`config.mk`:
```
export PLATFORM = sky130hd
export DESIGN_NAME = sr_drive_ctrl
export DESIGN_NICKNAME = d
export VERILOG_FILES = /design/src/rtl/sr_drive_ctrl.sv
export SDC_FILE = /design/constraint.sdc
export NUM_CORES = 1
export LEC_CHECK = 0
export ABC_AREA = 1
export CAP_MARGIN = 10
export CELL_PAD_IN_SITES_DETAIL_PLACEMENT = 1
export CELL_PAD_IN_SITES_GLOBAL_PLACEMENT = 2
export CORE_MARGIN = 5
export CORE_UTILIZATION = 33
export DETAILED_ROUTE_END_ITERATION = 10
export GPL_TIMING_DRIVEN = 0
export PLACE_DENSITY = 0.84
export SETUP_SLACK_MARGIN = 0.2
export SLEW_MARGIN = 5
export SYNTH_ARGS = -nofsm -noshare
export SYNTH_HDL_FRONTEND = slang
export SYNTH_SLANG_ARGS = --single-unit
```
`constraint.sdc`:
```
create_clock -name clk -period 1.46 [get_ports clk]
set_clock_uncertainty 0.1 [all_clocks]
set_input_delay 0.292 -clock clk [delete_from_list [all_inputs] [get_ports clk]]
set_output_delay 0.292 -clock clk [all_outputs]
set_load 0.01 [all_outputs]
```
`src/rtl/sr_drive_ctrl.sv`:
```
// sr_drive_ctrl
// Command stage in front of an SR flip-flop. Two raw, asynchronous request
// lines are synchronized, debounced and edge-detected; each debounced rising
// edge becomes a PULSE_W-cycle pulse on s or r. The pulses come from one FSM
// whose states are mutually exclusive, so s and r are never high together.
// Requests that arrive on both lines in the same cycle are dropped, flagged
// on conflict and counted.
//
// Ports
//   clk          : single clock, all registers rising-edge
//   resetn       : asynchronous active-low reset
//   set_req      : raw set request (asynchronous)
//   clr_req      : raw clear request (asynchronous)
//   s            : registered set pulse
//   r            : registered reset pulse
//   busy         : FSM not in IDLE
//   conflict     : one-cycle flag for a dropped simultaneous request
//   conflict_cnt : saturating count of conflicts
module sr_drive_ctrl #(
  parameter int DB_CYCLES = 4,
  parameter int PULSE_W   = 2,
  parameter int CNT_W     = 8
) (
  input  logic             clk,
  input  logic             resetn,
  input  logic             set_req,
  input  logic             clr_req,
  output logic             s,
  output logic             r,
  output logic             busy,
  output logic             conflict,
  output logic [CNT_W-1:0] conflict_cnt
);

  // dcnt only ever holds 0..DB_CYCLES-1; reaching DB_LAST and still differing
  // is the cycle on which the increment would hit DB_CYCLES.
  localparam int DW = (DB_CYCLES > 1) ? $clog2(DB_CYCLES) : 1;
  localparam logic [DW-1:0] DB_LAST = DW'(DB_CYCLES - 1);
  localparam int WW = (PULSE_W > 1) ? $clog2(PULSE_W) : 1;
  localparam logic [WW-1:0] W_LAST = WW'(PULSE_W - 1);

  typedef enum logic [1:0] {
    IDLE    = 2'd0,
    PULSE_S = 2'd1,
    PULSE_R = 2'd2,
    GAP     = 2'd3
  } state_t;

  // Bit 0 is the set channel, bit 1 the clear channel.
  logic [1:0]    sync1, sync2, db, db_q;
  logic [DW-1:0] dcnt [2];

  state_t        state, state_n;
  logic [WW-1:0] wcnt, wcnt_n;
  logic          pend_s, pend_r, pend_s_n, pend_r_n;
  logic          set_ev, clr_ev, conflict_n;

  // Synchronizers, debounce and the delayed level for edge detection.
  always_ff @(posedge clk or negedge resetn) begin
    if (!resetn) begin
      sync1 <= '0;
      sync2 <= '0;
      db    <= '0;
      db_q  <= '0;
      for (int i = 0; i < 2; i++) dcnt[i] <= '0;
    end else begin
      sync1 <= {clr_req, set_req};
      sync2 <= sync1;
      db_q  <= db;
      for (int i = 0; i < 2; i++) begin
        if (sync2[i] == db[i]) begin
          dcnt[i] <= '0;
        end else if (dcnt[i] == DB_LAST) begin
          db[i]   <= ~db[i];
          dcnt[i] <= '0;
        end else begin
          dcnt[i] <= dcnt[i] + DW'(1);
        end
      end
    end
  end

  assign set_ev     = db[0] & ~db_q[0];
  assign clr_ev     = db[1] & ~db_q[1];
  assign conflict_n = set_ev & clr_ev;

  always_comb begin
    state_n  = state;
    wcnt_n   = wcnt;
    pend_s_n = pend_s;
    pend_r_n = pend_r;

    case (state)
      IDLE: begin
        if (pend_s) begin
          state_n  = PULSE_S;
          wcnt_n   = '0;
          pend_s_n = 1'b0;
        end else if (pend_r) begin
          state_n  = PULSE_R;
          wcnt_n   = '0;
          pend_r_n = 1'b0;
        end
      end
      PULSE_S, PULSE_R: begin
        if (wcnt == W_LAST) state_n = GAP;
        else                wcnt_n  = wcnt + WW'(1);
      end
      GAP:     state_n = IDLE;
      default: state_n = IDLE;
    endcase

    // New events are applied after IDLE has consumed a pending flag, so an
    // event in the same cycle still leaves its own request pending. The latest
    // single event wins; an event repeating the pulse already on the wire is
    // redundant and dropped.
    if (conflict_n) begin
      pend_s_n = pend_s;
      pend_r_n = pend_r;
      if (state == IDLE) begin
        pend_s_n = pend_s ? 1'b0 : pend_s;
        pend_r_n = (!pend_s && pend_r) ? 1'b0 : pend_r;
      end
    end else if (set_ev && state != PULSE_S) begin
      pend_s_n = 1'b1;
      pend_r_n = 1'b0;
    end else if (clr_ev && state != PULSE_R) begin
      pend_r_n = 1'b1;
      pend_s_n = 1'b0;
    end
  end

  // Outputs are registered from the next state so they switch cleanly with it.
  always_ff @(posedge clk or negedge resetn) begin
    if (!resetn) begin
      state        <= IDLE;
      wcnt         <= '0;
      pend_s       <= 1'b0;
      pend_r       <= 1'b0;
      s            <= 1'b0;
      r            <= 1'b0;
      busy         <= 1'b0;
      conflict     <= 1'b0;
      conflict_cnt <= '0;
    end else begin
      state    <= state_n;
      wcnt     <= wcnt_n;
      pend_s   <= pend_s_n;
      pend_r   <= pend_r_n;
      s        <= (state_n == PULSE_S);
      r        <= (state_n == PULSE_R);
      busy     <= (state_n != IDLE);
      conflict <= conflict_n;
      if (conflict_n && (conflict_cnt != {CNT_W{1'b1}}))
        conflict_cnt <= conflict_cnt + CNT_W'(1);
    end
  end

endmodule

```
==> results_dict.tcl <==
set metrics [dict create \
    status "finished, final reports clean" \
    vias 1107 \
    ys_seq_area_frac 0.547 \
    clockPowerShare 0.189 \
    overflow 0 \
    start_util 0.336 \
    slew-limit-headroom 0.533 \
    setup_viol 0 \
    ant_nets 0 \
    place_area_mm2 0.00157 \
    critPathMaxFanout 2 \
    postCtsHoldBufs 0 \
    cts_buffer_depth 2 \
    insertedDiodeCount 0 \
    synth_area_leaders "dfrtp_1, nand2_1, ha_1" \
    htreeDepth 2 \
    critPathRequiredTime_ns 1.52 \
    synth_cell_type_count 20 \
    stdcell_area_mm2 0.00195 \
    syn_avg_cell_area_um2 9.34 \
    netlist_instances 142 \
    ys_seq_elements 29 \
    routedWlPerCell_um 14.3 \
    hpwlAfterDp_um 2030 \
    clk_latency_ns 0.28 \
    syn_area_mm2 0.00133 \
    place_congestion 0.771 \
    rsz0062_at_grt "yes" \
    max_clock_freq_ghz 0.712 \
    antenna_found_initial 0 \
    yosysTopAreaCellShare 0.547 \
    clockRootBuffer "clkbuf_8" \
    fin_ws_ns 0.0558 \
    io_buffers 15 \
    maxCapViolations 0 \
    fin_crit_ns 1.40 \
    power.internal_mw 2.36 \
    worstMarginPinSlew_ns 0.698 \
    period_share 0.962 \
    die_y_um 73.4 \
    drt-initial-drc-count 6 \
    path_cells "buf_6, ha_4, nand3b_1, inv_1, nand2_2, a21boi_1" \
    worstSetupStartpointType "flop" \
    die_width_um 73.4 \
    worstHoldPathType "reg -> reg" \
    vdd.ir_drop.worst_uv 731 \
    rows 23 \
    nFillCells 451 \
    grt_pass1_wl_um 5740 \
    synth_fp_nets 152 \
    p_comb_frac 0.486 \
    cts_tree "yes" \
    seqPwrFrac 0.325 \
    hold_viol_final 0 \
    clk_pin_slew_worst_paths_ns 0.06 \
    worst_setup_path_end_kind "flop" \
    pre_cts_ws_ns -0.0201 \
    slowest_delay_ns 0.41 \
    netSwitchingPower_mw 1.50 \
    grt_pass1_vias 1226 \
    cts_sinks 29 \
    final_common_cell "nand2_1" \
    routed_wl_um 3430 \
    grt_max_degree 18 \
    coreArea_mm2 0.00394 \
    drive_gt1_frac 0.476 \
    yosys.area.top_type "dfrtp_1" \
    ys.warnings.count 0 \
    ios 16 \
    numCtsBuffers 5 \
    crit_type "reg -> reg" \
    area_growth_syn_to_layout_pct 47.3 \
    slew_viol_final 0 \
    die-area_mm2 0.00539 \
    cellPowerDensity_mw_per_mm2 1980 \
    mostFrequentLayoutCells "nand2_1, dfrtp_1, buf_4" \
    route.detailed.drc 0 \
    worst_ep_arrival_time_ns 1.46 \
    p_leak_nw 0.978 \
    grt_use_total 0.146 \
    cp_slowest_cell "dfrtp_1" \
    nNetsFinal 198 \
    firstDrtPassIters 4 \
    vias_per_cell 4.63 \
    p_sw_frac 0.388 \
]
-- area by class of cell --
class	instances	area, um^2	area share
tap	50	62.6	0.0320
multi-input combinational	93	656	0.336
sequential	29	729	0.373
timing repair buffer	39	322	0.165
clock inverter	1	5.00	0.00256
clock buffer	7	96.3	0.0493
inverter	20	82.6	0.0423
-- stage by stage --
step / utilization / total power, mW / TNS [ns] / hold WS [ns] / std cells
floorplan: - / 2.00 / 0 / -0.104 / 142
global placement: 0.392 / 2.32 / -13.62 / 0.234 / 207
detailed placement: 0.399 / 2.43 / -0.0371 / 0.239 / 208
CTS: 0.478 / 3.64 / 0 / 0.252 / 236
global route: 0.495 / 4.13 / 0 / 0.257 / 239
finish: 0.495 / 3.86 / 0 / 0.251 / 239
-- registers in the layout (all words and copies together), names as in the netlist --
register	flops
pend_r	1
conflict	1
db_q	2
sync2	2
sync1	2
db	2
dcnt	4
wcnt	1
r	1
conflict_cnt	8
state	2
pend_s	1
busy	1
s	1
-- cells by family (layout without fill, tap and decap cells) --
kind of cell | after synthesis | count (layout) | synth area share
and+or+nand+nor | 72 | 72 | 0.256
buffers and inverters | 20 | 67 | 0.0585
AOI/OAI and AO/OA | 8 | 8 | 0.0321
adders and majority gates | 6 | 6 | 0.0566
muxes | 2 | 2 | 0.0170
xor gates and xnor gates | 5 | 5 | 0.0330
DFF | 29 | 29 | 0.547
-- what timing repair did --
action | CTS | global route
setup endpoints to repair | 28 | 23
hold endpoints to repair | 0 | 0
buffers inserted | 20 | 3
gates resized for setup | 79 | 25
pin swaps | 14 | 15
-- metal layers --
layer / part of all wire / wire length [um] / global-route usage / vias up
met4: 0.034 / 116 / 0.0724 / 0
met5: 0 / 0 / 0 / -
li1: - / - / - / 531
met1: 0.37 / 1280 / 0.146 / 545
met3: 0.034 / 116 / 0.0424 / 9
met2: 0.56 / 1920 / 0.271 / 22
-- power groups by stage --
| stage | Combinational [mW] | Clock, mW | Sequential (mW) |
|---|---|---|---|
| 2_1_floorplan | 0.737 | 0 | 1.27 |
| 3_3_place_gp | 1.06 | 0 | 1.26 |
| 3_5_place_dp | 1.15 | 0 | 1.28 |
| 4_1_cts | 1.66 | 0.740 | 1.24 |
| 5_1_grt | 2.07 | 0.773 | 1.29 |
| 6_report | 1.88 | 0.728 | 1.26 |
-- cells in the mapped netlist (all sizes together) --
cell	count
xor2	2
nand3b	1
nand4	3
nor2	14
inv	20
ha	6
a21boi	1
nand2	45
dfrtp	29
o21ai	7
xnor2	3
nand3	7
nor3	2
mux2	2
-- final timing paths --
check | startpoint | to | slack (ns) | cells past startpoint
max in group asynchronous | resetn | conflict_cnt[5] | 0.40 | 2
worst max register to register | state[1] | pend_s | 0.06 | 6
worst min register to register | sync1[0] | sync2[0] | 0.25 | 0
min in group asynchronous | resetn | conflict_cnt[2] | 0.33 | 1
worst min-delay path | sync1[0] | sync2[0] | 0.25 | 0
worst max-delay path | state[1] | pend_s | 0.06 | 6
-- worst max-delay path, delay by kind of cell, from the launching register on --
kind,cells,cell delay [ns]
buffers and inverters,2,0.25
adder cells (fa/ha/maj),1,0.14
AO/OA/AOI/OAI,1,0.13
flip-flops,1,0.41
AND/OR/NAND/NOR,2,0.25
No activity file was read; power rests on OpenSTA's default activity.
